**config.mk**
```make
export PLATFORM = sky130hd
export DESIGN_NAME = mu0_control_flat
export DESIGN_NICKNAME = d
export VERILOG_FILES = /design/src/rtl/mu0_control_if.sv /design/src/rtl/mu0_control.sv /design/src/flat_wrapper.sv
export SDC_FILE = /design/constraint.sdc
export NUM_CORES = 1
export LEC_CHECK = 0
export CAP_MARGIN = 10
export CORE_MARGIN = 2
export CORE_UTILIZATION = 48
export CTS_CLUSTER_SIZE = 28
export DETAILED_ROUTE_END_ITERATION = 6
export PLACE_DENSITY = 0.95
export SLEW_MARGIN = 0
export SYNTH_ARGS = -nofsm -noshare
export SYNTH_HDL_FRONTEND = slang
export SYNTH_SLANG_ARGS = --single-unit
```
**constraint.sdc**
```tcl
create_clock -name Clk -period 4.95 [get_ports Clk]
set_input_delay 0.99 -clock Clk [delete_from_list [all_inputs] [get_ports Clk]]
set_output_delay 0.99 -clock Clk [all_outputs]
set_load 0.1 [all_outputs]
```
**src/rtl/mu0_control_if.sv**
```systemverilog
// MU0 control-unit bus: opcode/flags/memory-ready in, datapath
// strobes and instruction count out.
interface mu0_control_if;
    logic [3:0]  F;
    logic        N;
    logic        Z;
    logic        MemRdy;
    logic        MEMrq;
    logic        RnW;
    logic        Addr_sel;
    logic        X_sel;
    logic        Y_sel;
    logic [1:0]  ALU_fs;
    logic        Acc_en;
    logic        PC_en;
    logic        IR_en;
    logic        Acc_oe;
    logic        Halted;
    logic [15:0] InstrCount;

    modport master (
        input  F, N, Z, MemRdy,
        output MEMrq, RnW, Addr_sel, X_sel, Y_sel, ALU_fs,
        output Acc_en, PC_en, IR_en, Acc_oe, Halted, InstrCount
    );

    modport slave (
        output F, N, Z, MemRdy,
        input  MEMrq, RnW, Addr_sel, X_sel, Y_sel, ALU_fs,
        input  Acc_en, PC_en, IR_en, Acc_oe, Halted, InstrCount
    );
endinterface

```
**src/rtl/mu0_control.sv**
```systemverilog
// MU0 control FSM (FETCH/EXEC/HALT) with a saturating
// completed-instruction counter.
module mu0_control (
    input  logic          Clk,
    input  logic          Reset,
    mu0_control_if.master bus
);

    localparam logic [1:0] S_FETCH = 2'd0;
    localparam logic [1:0] S_EXEC  = 2'd1;
    localparam logic [1:0] S_HALT  = 2'd2;

    logic [1:0]  state_q, state_d;
    logic [15:0] count_q, count_d;

    logic       memrq, rnw, addr_sel, x_sel, y_sel;
    logic [1:0] alu_fs;
    logic       acc_en, pc_en, ir_en, acc_oe, halted;
    logic       done;

    always_comb begin
        state_d  = state_q;
        memrq    = 1'b0;
        rnw      = 1'b0;
        addr_sel = 1'b0;
        x_sel    = 1'b0;
        y_sel    = 1'b0;
        alu_fs   = 2'b00;
        acc_en   = 1'b0;
        pc_en    = 1'b0;
        ir_en    = 1'b0;
        acc_oe   = 1'b0;
        halted   = 1'b0;

        unique case (state_q)
            S_FETCH: begin
                memrq  = 1'b1;
                rnw    = 1'b1;
                alu_fs = 2'b11;
                ir_en  = bus.MemRdy;
                pc_en  = bus.MemRdy;
                if (bus.MemRdy)
                    state_d = S_EXEC;
            end
            S_EXEC: begin
                unique case (bus.F)
                    4'd0, 4'd2, 4'd3: begin
                        memrq    = 1'b1;
                        rnw      = 1'b1;
                        addr_sel = 1'b1;
                        y_sel    = 1'b1;
                        x_sel    = (bus.F != 4'd0);
                        alu_fs   = (bus.F == 4'd2) ? 2'b01 :
                                   (bus.F == 4'd3) ? 2'b10 : 2'b00;
                        acc_en   = bus.MemRdy;
                        state_d  = bus.MemRdy ? S_FETCH : S_EXEC;
                    end
                    4'd1: begin
                        memrq    = 1'b1;
                        addr_sel = 1'b1;
                        acc_oe   = 1'b1;
                        state_d  = bus.MemRdy ? S_FETCH : S_EXEC;
                    end
                    4'd4: begin
                        pc_en   = 1'b1;
                        state_d = S_FETCH;
                    end
                    4'd5: begin
                        pc_en   = ~bus.N;
                        state_d = S_FETCH;
                    end
                    4'd6: begin
                        pc_en   = ~bus.Z;
                        state_d = S_FETCH;
                    end
                    4'd7: begin
                        state_d = S_HALT;
                    end
                    default: begin
                        state_d = S_FETCH;
                    end
                endcase
            end
            S_HALT: begin
                halted = 1'b1;
            end
            default: begin
                state_d = S_FETCH;
            end
        endcase

        // Reset must silence the bus even mid-access, before the async clear lands.
        if (Reset) begin
            memrq  = 1'b0;
            acc_en = 1'b0;
            pc_en  = 1'b0;
            ir_en  = 1'b0;
            acc_oe = 1'b0;
            halted = 1'b0;
        end
    end

    assign done    = (state_q == S_EXEC) && (state_d != S_EXEC);
    assign count_d = (done && (count_q != 16'hFFFF)) ? count_q + 16'd1 : count_q;

    always_ff @(posedge Clk or posedge Reset) begin
        if (Reset) begin
            state_q <= S_FETCH;
            count_q <= 16'h0000;
        end else begin
            state_q <= state_d;
            count_q <= count_d;
        end
    end

    assign bus.MEMrq      = memrq;
    assign bus.RnW        = rnw;
    assign bus.Addr_sel   = addr_sel;
    assign bus.X_sel      = x_sel;
    assign bus.Y_sel      = y_sel;
    assign bus.ALU_fs     = alu_fs;
    assign bus.Acc_en     = acc_en;
    assign bus.PC_en      = pc_en;
    assign bus.IR_en      = ir_en;
    assign bus.Acc_oe     = acc_oe;
    assign bus.Halted     = halted;
    assign bus.InstrCount = count_q;

endmodule

```
**src/flat_wrapper.sv**
```systemverilog
// flat-port wrapper written by rule: the top's interface ports become plain ports
module mu0_control_flat 
  (Clk, Reset, bus_F, bus_N, bus_Z, bus_MemRdy, bus_MEMrq, bus_RnW, bus_Addr_sel, bus_X_sel, bus_Y_sel, bus_ALU_fs, bus_Acc_en, bus_PC_en, bus_IR_en, bus_Acc_oe, bus_Halted, bus_InstrCount);
  mu0_control_if bus_i ();
  input  logic Clk;
  input  logic Reset;
  input wire logic [$bits(bus_i.F)-1:0] bus_F;
  input wire logic [$bits(bus_i.N)-1:0] bus_N;
  input wire logic [$bits(bus_i.Z)-1:0] bus_Z;
  input wire logic [$bits(bus_i.MemRdy)-1:0] bus_MemRdy;
  output wire logic [$bits(bus_i.MEMrq)-1:0] bus_MEMrq;
  output wire logic [$bits(bus_i.RnW)-1:0] bus_RnW;
  output wire logic [$bits(bus_i.Addr_sel)-1:0] bus_Addr_sel;
  output wire logic [$bits(bus_i.X_sel)-1:0] bus_X_sel;
  output wire logic [$bits(bus_i.Y_sel)-1:0] bus_Y_sel;
  output wire logic [$bits(bus_i.ALU_fs)-1:0] bus_ALU_fs;
  output wire logic [$bits(bus_i.Acc_en)-1:0] bus_Acc_en;
  output wire logic [$bits(bus_i.PC_en)-1:0] bus_PC_en;
  output wire logic [$bits(bus_i.IR_en)-1:0] bus_IR_en;
  output wire logic [$bits(bus_i.Acc_oe)-1:0] bus_Acc_oe;
  output wire logic [$bits(bus_i.Halted)-1:0] bus_Halted;
  output wire logic [$bits(bus_i.InstrCount)-1:0] bus_InstrCount;
  assign bus_i.F = bus_F;
  assign bus_i.N = bus_N;
  assign bus_i.Z = bus_Z;
  assign bus_i.MemRdy = bus_MemRdy;
  assign bus_MEMrq = bus_i.MEMrq;
  assign bus_RnW = bus_i.RnW;
  assign bus_Addr_sel = bus_i.Addr_sel;
  assign bus_X_sel = bus_i.X_sel;
  assign bus_Y_sel = bus_i.Y_sel;
  assign bus_ALU_fs = bus_i.ALU_fs;
  assign bus_Acc_en = bus_i.Acc_en;
  assign bus_PC_en = bus_i.PC_en;
  assign bus_IR_en = bus_i.IR_en;
  assign bus_Acc_oe = bus_i.Acc_oe;
  assign bus_Halted = bus_i.Halted;
  assign bus_InstrCount = bus_i.InstrCount;
  mu0_control u_core (.Clk(Clk), .Reset(Reset), .bus(bus_i));
endmodule
```
# ---- After elaboration in Yosys (flattened, before gate mapping)
# Cells that the tools add are included.
dict set report op_classes {
  bitwise 2
  muxes 30
  n_eq_ne 11
  shifts 0
  mul 0
  magnitude_cmp 0
  n_div 0
  n_reduce_logical 7
  addsub 1
}
# operator count
set op_table {}
lappend op_table {{1-bit 2-to-1 mux} 19}
lappend op_table {{16-bit by 1-bit adder with 16-bit output, second input constant} 1}
lappend op_table {{4-bit by 3-bit equality test with 1-bit output, second input constant} 4}
lappend op_table {{16-bit != test, second input constant} 1}
lappend op_table {{4-bit by 2-bit equality test with 1-bit output, second input constant} 2}
lappend op_table {{2-bit 2-to-1 mux} 4}
lappend op_table {{2-bit case mux with 2 select lines} 2}
lappend op_table {{1-bit case mux with 2 select lines} 3}
lappend op_table {{2-bit case mux with 3 select lines} 1}
lappend op_table {{4-bit by 1-bit equality test with 1-bit output, second input constant} 1}
lappend op_table {{4-bit logical NOT} 1}
lappend op_table {{4-bit nonzero test} 1}
lappend op_table {{4-bit OR reduction} 1}
lappend op_table {{1-bit case mux with 3 select lines} 1}
lappend op_table {{3-bit OR reduction} 1}
lappend op_table {{2-bit by 1-bit equality test with 1-bit output, second input constant} 1}
lappend op_table {{2-bit equality test, second input constant} 1}
lappend op_table {{1-bit logical AND} 2}
lappend op_table {{2-bit logical NOT} 1}
lappend op_table {{2-bit by 1-bit != test with 1-bit output, second input constant} 1}
lappend op_table {{1-bit NOT} 2}
dict set report totals {
  output_inout_bits 28
  ff_bits 18
  mem_bits_rw 0
  wordCells 53
  latch_bits 0
  input_bits 9
  n_memories 0
  rom_bits 0
}

# ---- Depth between registers and ports, before layout
# Gate-level depths: netlist of run 1.
dict set report depth {
  ltp_word 7
  depth_mapped 6
  ltp_nobuf 5
}

# ---- Least setup slack after synthesis of run 1
# OpenSTA, ideal clock, no wires.
dict set report synth_path {
  path_kind {input-to-output}
  from {input port Reset}
  to {output port bus_IR_en}
  path_stages 3
  slack_ps 384
  t_required_ps 3960
  arrival_ps 3576
  cell_sequence {inv_1 nand2_1 nor3_1}
}
dict set report synth_via {
  elab_chain_cells 1
}
# element line_no
set synth_rtl {}
lappend synth_rtl {{start: declaration} flat_wrapper.sv:6} ;# input logic Reset;
lappend synth_rtl {{1-bit 2-to-1 mux} mu0_control.sv:93} ;# if (Reset) begin
lappend synth_rtl {{end: declaration} flat_wrapper.sv:19} ;# output wire logic [$bits(bus_i.IR_en)-1:0] bus_IR_en;
# Every way passes these cells.

# ---- Worst setup path in the final report of run 1
dict set report layout_path {
  from {input port Reset}
  to {output port bus_Halted}
}
dict set report layout_via {
  elab_chain_cells 1
}
# element line_no
set layout_rtl {}
lappend layout_rtl {{1-bit 2-to-1 mux} mu0_control.sv:93}
lappend layout_rtl {{end: declaration} flat_wrapper.sv:21} ;# output wire logic [$bits(bus_i.Halted)-1:0] bus_Halted;
# Every way passes these cells.

==> results of run 1 <==
-- power by group --
part | total, mW | switching (mW) | internal, mW
registers | 0.213 | 0.0423 | 0.171
logic | 0.375 | 0.286 | 0.0890
clock network | 0.0899 | 0.0451 | 0.0448
total | 0.678 | 0.374 | 0.305
-- cell type report --
type / instances / area [um2]
sequential: 18 / 450.4
inverter: 6 / 22.52
fill: 189 / 694.4
multi-input combinational: 85 / 590.6
clock buffer: 4 / 36.28
timing repair buffer: 37 / 340.3
tap: 28 / 35.03
-- placed cells by master (no fill, tap or decap), types with 3 or more instances in the layout --
master | synthesis | layout
nor3_1 | 10 | 10
nand2b_1 | 4 | 4
dfrtp_1 | 18 | 18
inv_1 | 6 | 6
clkdlybuf4s50_1 | 0 | 25
nand2_1 | 8 | 8
a31oi_1 | 4 | 4
nor2_1 | 9 | 9
xor2_1 | 12 | 12
nor4_1 | 3 | 3
clkbuf_4 | 0 | 3
a21oi_1 | 3 | 3
nand3_1 | 3 | 3
buf_4 | 0 | 12
-- metrics by stage --
stage / instance area (um2) / worst slack [ps] / power [mW] / cells / hold slack [ps]
2_1_floorplan: 1074 / 384.2 / 0.5008 / 111 / 550.9
3_3_place_gp: 1439 / 1249 / 0.5829 / 174 / 500.7
3_5_place_dp: 1439 / 1218 / 0.5892 / 174 / 502.1
4_1_cts: 1475 / 1211 / 0.6791 / 178 / 520.1
5_1_grt: 1475 / 1150 / 0.7043 / 178 / 544.1
6_report: 1475 / 1215 / 0.6785 / 178 / 518.5
-- state kept, by name, summed over array words and instances (netlist names) --
signal and cells:
u_core.state_q 2, u_core.bus.InstrCount 16
-- kinds of logic after synthesis --
group / Yosys count
buf+inv: 8
xor+xnor: 13
simple gates: 58
mux: 1
compound gates: 12
fa+ha+maj: 1
flops: 18
-- critical path: cells and delay by family --
| kind | cells | cell delay [ps] |
|---|---|---|
| buffers and inverters | 2 | 1610 |
| AND/OR/NAND/NOR | 1 | 140 |
-- worst min-delay path by stage --
stage	slack [ps]	cells past startpoint	end	from
final	520	1	u_core.bus.InstrCount[13]	u_core.bus.InstrCount[13]
after global placement	500	1	u_core.bus.InstrCount[13]	u_core.bus.InstrCount[13]
after detailed placement	500	1	u_core.bus.InstrCount[13]	u_core.bus.InstrCount[13]
after global routing	540	1	u_core.bus.InstrCount[13]	u_core.bus.InstrCount[13]
after floorplan	550	2	u_core.state_q[0]	u_core.state_q[1]
after CTS	520	1	u_core.bus.InstrCount[13]	u_core.bus.InstrCount[13]
-- metal layers --
metal / wire (um) / track usage / vias up / part of all wire
met5: 0 / 0 / - / 0
met4: 23 / 0.06579 / 0 / 0.0092
met3: 181 / 0.03509 / 4 / 0.072
met2: 1301 / 0.3961 / 40 / 0.52
met1: 1001 / 0.2519 / 466 / 0.40
li1: - / - / 474 / -
==> reports/qor.csv, run 1 <==
metric;value;unit
status;finished clean;
start_kind;primary input;
synth_edf_count;0;
postSynthCellCount;111;
worstPathArrival;2740;ps
die-area;0.002631;mm2
finalHoldViolations;0;
first_pass_iters;4;
yosysSeqAreaShare;0.4196;
cap_viol_max_count;0;
cts_tree;built;
syn-num-nets;121;
synthTopCellsByArea;dfrtp_1 (42%), xor2_1 (9.8%), nor3_1 (4.7%);
synthToLayoutAreaGrowth;37.41;%
via_per_inst;5.528;
grt_usage;0.2143;
synthFlopType;dfrtp_1;
hold_buffers;0;
fin_util;0.6799;
die_h;51.29;um
grt_max_degree;20;
worstSkewPairLatency;290;ps
relSlewSlack;0.3418;
vdd_drop_max;0.4941;mV
yosysTopAreaCellShare;0.4196;
synth_top_family_by_area;simple AND/OR/NAND/NOR gates;
totalNegativeSetupSlack;0;ps
synth_cell_types;38;
syn_area;0.001074;mm2
cts.sinks;18;
dp_hpwl;1.928;mm
antenna_left;0;
crit_top_cell;clkdlybuf4s50_1;
synthXorXnorAreaFrac;0.1061;
slew_viol_final;0;
worst_pin_slew;984.2;ps
grt_antenna_before_repair;0;
clkTransAtPathRegs;100;ps
layout_min_cycle_time;3735;ps
vias;984;
synth-compound-area-share;0.06643;
cp-startpoint;Reset;
io_pins;37;
cts_resized;0;
critical-path-slowest-cell;clkdlybuf4s50_1;
antenna_cells;0;
p_leak;0.6844;nW
postCtsSetupBuffers;0;
drt_wl_total;2.508;mm
drc;0;
power_density;459.9;mW/mm2
finalCritPeriodShare;0.7545;
ys_warn_count;0;
path_max_fanout;5;
synth_common_cells;dfrtp_1 (18), xor2_1 (12), nor3_1 (10), nor2_1 (9), nand2_1 (8);
num_rows;17;
cts-root-buf;clkbuf_4;
yosysTopAreaCell;dfrtp_1;
grt_remaining_overflow;0;
reg2reg_from;u_core.bus.InstrCount[0];
synth_mux_area_frac;0.01399;
synthSimpleGateAreaFrac;0.3520;
fin_nets;161;
rsz0062_at_grt;no;
critPathCapture;bus_Halted;
critPathKind;primary input to output port;
drt_iter0_drc;13;
fmax;267.8;MHz
cts_buffers;3;
dieWidth;51.29;um
cpPeakStageDelay;1140;ps
wl_per_cell;14.09;um
setup_viol;0;
r2r-end;u_core.bus.InstrCount[1];
yosys.area_share.adder;0.01166;
path_cells;clkdlybuf4s50_1 -> nor2_1 -> clkdlybuf4s50_1;
yosysMostFrequentCell;dfrtp_1;
async_reset_ff_frac;1.000;
ys_ff_latch;18;
port_buffers;36;
grt_first_pass_wirelength;4.250;mm
initial_core_util;0.4948;
fp.coreArea;0.002170;mm2
gp_congestion;0.7842;
cp.required;3960;ps
r2r_setup_slack;3100;ps
clock_path_buffers;2;
drive_above_1_share;0.1800;
grt_pass1_vias;967;
end_kind;output port;
avgSynthCellArea;9.671;um2
htree_levels;1;
clock_skew;3.531;ps
hold_class;flip-flop to flip-flop;
r2r_cells;5;
(Power assumes the default switching activity.)
==> run 2: changes to the inputs <==
--- a/config.mk
+++ b/config.mk
@@ -6,11 +6,12 @@
 export NUM_CORES = 1
 export LEC_CHECK = 0
 export CAP_MARGIN = 10
+export CORE_ASPECT_RATIO = 2
 export CORE_MARGIN = 2
-export CORE_UTILIZATION = 48
+export CORE_UTILIZATION = 40
 export CTS_CLUSTER_SIZE = 28
 export DETAILED_ROUTE_END_ITERATION = 6
-export PLACE_DENSITY = 0.95
+export PLACE_DENSITY = 0.87
 export SLEW_MARGIN = 0
 export SYNTH_ARGS = -nofsm -noshare
 export SYNTH_HDL_FRONTEND = slang
==> constraint.sdc (replaced) <==
create_clock -name Clk -period 3.2 [get_ports Clk]
set_input_delay 0.64 -clock Clk [delete_from_list [all_inputs] [get_ports Clk]]
set_output_delay 0.64 -clock Clk [all_outputs]
set_load 0.1 [all_outputs]
==> reports/qor.csv, run 2 (synthesis results as in run 1) <==
metric;value;unit;change
status;finished clean;;
antenna_left;0;;unchanged
r2r_cells;5;;unchanged
vdd_drop_max;0.5852;mV;+18%
first_pass_iters;4;;unchanged
grt_pass1_vias;1047;;+8.3%
setup_viol;0;;unchanged
fill_cells;219;;+16%
r2r-end;u_core.bus.InstrCount[1];;
num_rows;26;;+9
grt_usage;0.2158;;+0.001507
hold_depth;1;;unchanged
clkTransAtPathRegs;60;ps;-40 ps
cp-startpoint;bus_F[3];;
cp.required;2560;ps;-1400 ps
die-area;0.003139;mm2;+19%
seqPwrFrac;0.299;;-0.016
start_kind;primary input;;
drive_above_1_share;0.3289;;+0.1489
layout_min_cycle_time;2743;ps;
io_pins;37;;unchanged
fin_util;0.6331;;-0.04679
r2r_setup_slack;1330;ps;-1770 ps
reg2reg_from;u_core.bus.InstrCount[0];;
die_h;77.27;um;+51%
worst_pin_slew;493.7;ps;-490.5 ps
worstSkewPairLatency;260;ps;-30 ps
finalCritPeriodShare;0.8572;;
via_per_inst;5.814;;+5.2%
grt_antenna_before_repair;0;;unchanged
grt_use_met1;0.2174;;-0.03447
totalNegativeSetupSlack;0;ps;unchanged
rsz0062_at_grt;no;;
fin_hold_ws;532.0;ps;+13.52 ps
power_density;684.7;mW/mm2;+49%
port_buffers;36;;unchanged
dieWidth;40.63;um;-21%
dp_hpwl;2.301;mm;+19%
hold_start;u_core.bus.InstrCount[13];;
p_leak;0.7584;nW;+11%
clkPwrFrac;0.143;;+0.011
cts.sinks;18;;unchanged
cts-root-buf;clkbuf_8;;
clock_skew;3.816;ps;+0.2857 ps
top_usage_layer;met2;;
clock_path_buffers;2;;unchanged
antenna_cells;0;;unchanged
grt_remaining_overflow;0;;unchanged
hold_class;flip-flop to flip-flop;;
fin_nets;161;;unchanged
cts_tree;built;;
path_max_fanout;4;;-1
grt_first_pass_wirelength;4.802;mm;+13%
grtUsageMet3;0.04624;;+0.01116
regArea;450.4;um2;unchanged
pwr-share-comb;0.559;;+0.006
grt_max_degree;19;;-5.0%
vias;1029;;+4.6%
synthToLayoutAreaGrowth;49.65;%;
placed_cells;174;;unchanged
cts_resized;0;;unchanged
swShare;0.5363;;-0.01423
wl_per_cell;16.11;um;+14%
multiInputGateArea;621.8;um2;+5.3%
largest_reg_flops;16;;unchanged
drt_iter0_drc;18;;+5
end_kind;output port;;
htree_levels;1;;unchanged
worstPathArrival;2100;ps;-640 ps
postCtsSetupBuffers;0;;unchanged
gp_congestion;0.8024;;+2.3%
switchingPower;0.5899;mW;+58%
relSlewSlack;0.6684;;+0.3266
drc;0;;unchanged
finalHoldViolations;0;;unchanged
cap_viol_max_count;0;;unchanged
slew_viol_final;0;;unchanged
critPathKind;primary input to output port;;
final_cell_mix;buf_4 (18), dfrtp_1 (18), xor2_1 (12);;
p_int;0.5101;mW;+67%
fmax;364.6;MHz;
gr-usage-met2;0.3556;;-0.04055
cts_buffers;3;;unchanged
fp.coreArea;0.002537;mm2;+17%
initial_core_util;0.4231;;-0.07173
fin_cells;177;;-0.56%
hold_buffers;0;;unchanged
drt_wl_total;2.851;mm;+14%
whs_endpoint;u_core.bus.InstrCount[13];;
## run 2: how the worst max path moves through the flow
| stage | depth (start not counted) | end | slack, ps |
|---|---|---|---|
| detailed placement | 7 | bus_Acc_en | 470 |
| CTS | 7 | bus_Acc_en | 460 |
| global placement | 7 | bus_Acc_en | 550 |
| global route | 7 | bus_Acc_en | 360 |
| floorplan | 5 | bus_Y_sel | 50 |
| finish | 7 | bus_Acc_en | 460 |
## run 2: stage by stage
| step | instance area, um2 | setup slack [ps] | total power [mW] |
|---|---|---|---|
| floorplan | 1105 | 54.33 | 0.7799 |
| global placement | 1565 | 550.5 | 0.9381 |
| detailed placement | 1565 | 467.9 | 0.9478 |
| CTS | 1607 | 460.5 | 1.105 |
| global route | 1607 | 361.1 | 1.148 |
| finish | 1607 | 457.1 | 1.100 |
## run 2: power by group through the flow
stage | Sequential [mW] | Clock (mW) | Combinational, mW
2_1_floorplan | 0.565 | 0 | 0.215
3_3_place_gp | 0.328 | 0 | 0.610
3_5_place_dp | 0.332 | 0 | 0.616
4_1_cts | 0.328 | 0.159 | 0.619
5_1_grt | 0.338 | 0.172 | 0.638
6_report | 0.328 | 0.157 | 0.615
## run 2: cell type report
type | count | share of cell area
multi-input cells | 85 | 0.3871
repair buffers | 37 | 0.2710
flip-flops and latches | 18 | 0.2804
well taps | 28 | 0.02181
clock buffers | 3 | 0.02570
inverters | 6 | 0.01402
## run 2: metal layers
metal,up-vias,share of wire
met5,-,0
met4,0,0.047
met3,15,0.063
met2,53,0.54
met1,486,0.35
li1,475,-
## run 2: critical path, stage by stage
cell	delay [ps]
clkdlybuf4s50_1	430
nor2_1	220
nand2_1	150
inv_1	160
nand2_1	150
nor2_4	160
buf_12	180
==> run 3: changes to the inputs <==
--- a/config.mk
+++ b/config.mk
@@ -11,6 +11,7 @@
 export CORE_UTILIZATION = 40
 export CTS_CLUSTER_SIZE = 28
 export DETAILED_ROUTE_END_ITERATION = 6
+export GPL_ROUTABILITY_DRIVEN = 0
 export PLACE_DENSITY = 0.87
 export SLEW_MARGIN = 0
 export SYNTH_ARGS = -nofsm -noshare
==> constraint.sdc (replaced) <==
create_clock -name Clk -period 3.2 [get_ports Clk]
set_input_delay 0.8 -clock Clk [delete_from_list [all_inputs] [get_ports Clk]]
set_output_delay 0.8 -clock Clk [all_outputs]
set_load 0.1 [all_outputs]
==> reports/qor.csv, run 3 (synthesis results as in run 1) <==
metric;value;unit;change
status;finished clean;;
num_rows;26;;unchanged
grt_first_pass_wirelength;4.581;mm;-4.6%
port_buffers;36;;unchanged
highest_layer;met4;;
fin_nets;161;;unchanged
drc;0;;unchanged
cts_tree;built;;
cts_resized;0;;unchanged
power_density;673.9;mW/mm2;-1.6%
hold_class;flip-flop to flip-flop;;
die-area;0.003139;mm2;unchanged
cts_buffers;3;;unchanged
initial_core_util;0.4231;;unchanged
fin_cells;177;;unchanged
drt_wl_total;2.779;mm;-2.5%
grt_remaining_overflow;0;;unchanged
worstPathArrival;2240;ps;+140 ps
cap_viol_max_count;0;;unchanged
end_kind;output port;;
antenna_left;0;;unchanged
rsz0062_at_grt;no;;
fin_util;0.6435;;+0.01036
path_max_fanout;4;;unchanged
io_pins;37;;unchanged
largest_reg_flops;16;;unchanged
drt_iter0_drc;32;;+14
setup_viol;0;;unchanged
fp.coreArea;0.002537;mm2;unchanged
fill_cells;195;;-11%
met3WireLength;160;um;-11%
clock_skew;1.939;ps;-1.877 ps
clkTransAtPathRegs;60;ps;about the same
wl_per_cell;15.70;um;-2.5%
grt_max_degree;19;;unchanged
finalHoldViolations;0;;unchanged
grt_antenna_before_repair;0;;unchanged
drive_above_1_share;0.3490;;+0.02013
postCtsSetupBuffers;0;;unchanged
hold_buffers;0;;unchanged
first_pass_iters;4;;unchanged
layout_min_cycle_time;3043;ps;+299.9 ps
vias;1029;;unchanged
grt_pass1_vias;1025;;-2.1%
clock_path_buffers;2;;unchanged
worst_pin_slew;459.5;ps;-34.17 ps
critPathKind;primary input to output port;;
grt_usage;0.2043;;-0.01147
cp.required;2400;ps;-160 ps
multiInputGateArea;631.9;um2;+1.6%
relSlewSlack;0.6913;;+0.02295
cts.sinks;18;;unchanged
wl_met2;1.634;mm;+5.3%
htree_levels;1;;unchanged
cts-root-buf;clkbuf_8;;
layout_commonest_cell;dfrtp_1;;
synthToLayoutAreaGrowth;52.10;%;
die_h;77.27;um;unchanged
regArea;450.4;um2;unchanged
worstSkewPairLatency;250;ps;about the same
placed_cells;174;;unchanged
via_per_inst;5.814;;unchanged
antenna_cells;0;;unchanged
vdd_drop_max;0.8723;mV;+49%
final_cell_mix;dfrtp_1 (18), buf_4 (17), xor2_1 (12), buf_12 (12);;
fmax;328.6;MHz;-9.9%
start_kind;primary input;;
met1_length;953;um;-3.2%
dp_hpwl;2.248;mm;-2.3%
dieWidth;40.63;um;unchanged
slew_viol_final;0;;unchanged
p_leak;0.7536;nW;-0.64%
r2r_setup_slack;1370;ps;+40 ps
finalCritPeriodShare;0.9509;;+0.09372
-- run 3: cell types whose count changed in the layout (fill, tap and decap cells not counted) --
cell and change:
a21oi_1 -1, a21oi_2 +1, buf_12 +1, buf_4 -1, clkinvlp_4 +1, inv_1 -1
o22ai_1 -1, o22ai_2 +1
-- run 3: power breakdown --
group / internal [mW] / total, mW / switching, mW / leakage [nW]
Clock: 0.0836 / 0.153 / 0.0690 / 0.0216
Sequential: 0.265 / 0.331 / 0.0652 / 0.230
Combinational: 0.164 / 0.617 / 0.453 / 0.502
Total: 0.513 / 1.10 / 0.587 / 0.754
-- run 3: layout make-up --
cell class	count	area share
clock buffers	3	0.02529
inverters	6	0.01609
multi-input cells	85	0.3870
flip-flops and latches	18	0.2759
well taps	28	0.02146
repair buffers	37	0.2743
-- run 3: worst paths after layout --
kind                                           startpoint  cells past startpoint                   endpoint
worst min register to register  u_core.bus.InstrCount[13]                      1  u_core.bus.InstrCount[13]
worst max register to register   u_core.bus.InstrCount[0]                      5   u_core.bus.InstrCount[1]
min in group asynchronous                           Reset                      3          u_core.state_q[0]
worst max-delay path                             bus_F[3]                      7                 bus_Acc_en
worst min-delay path            u_core.bus.InstrCount[13]                      1  u_core.bus.InstrCount[13]
max in group asynchronous                           Reset                      3  u_core.bus.InstrCount[10]
-- run 3: through the flow --
stage                     hold WS, ps  total power, mW  cell area (um2)  TNS [ps]  setup WS [ps]
after floorplan                 604.5           0.7837             1119    -214.3         -214.3
after global placement          500.3           0.9442             1592         0          220.6
after detailed placement        518.7           0.9540             1592         0          142.2
after CTS                       531.5            1.107             1633         0          152.2
after global routing            555.3            1.146             1633         0          33.53
final                           523.7            1.100             1633         0          157.1
-- run 3: worst max-delay path, stage by stage --
cell             delay [ps]
clkdlybuf4s50_1         430
nor2_1                  220
nand2_1                 180
clkinvlp_4              150
nand2_1                 130
nor2_4                  150
buf_12                  180
-- run 3: per-layer routing --
metal	up-vias	GRT usage
met5	-	0
met4	0	0.06667
met3	4	0.02890
met2	50	0.3698
met1	503	0.2170
li1	472	-
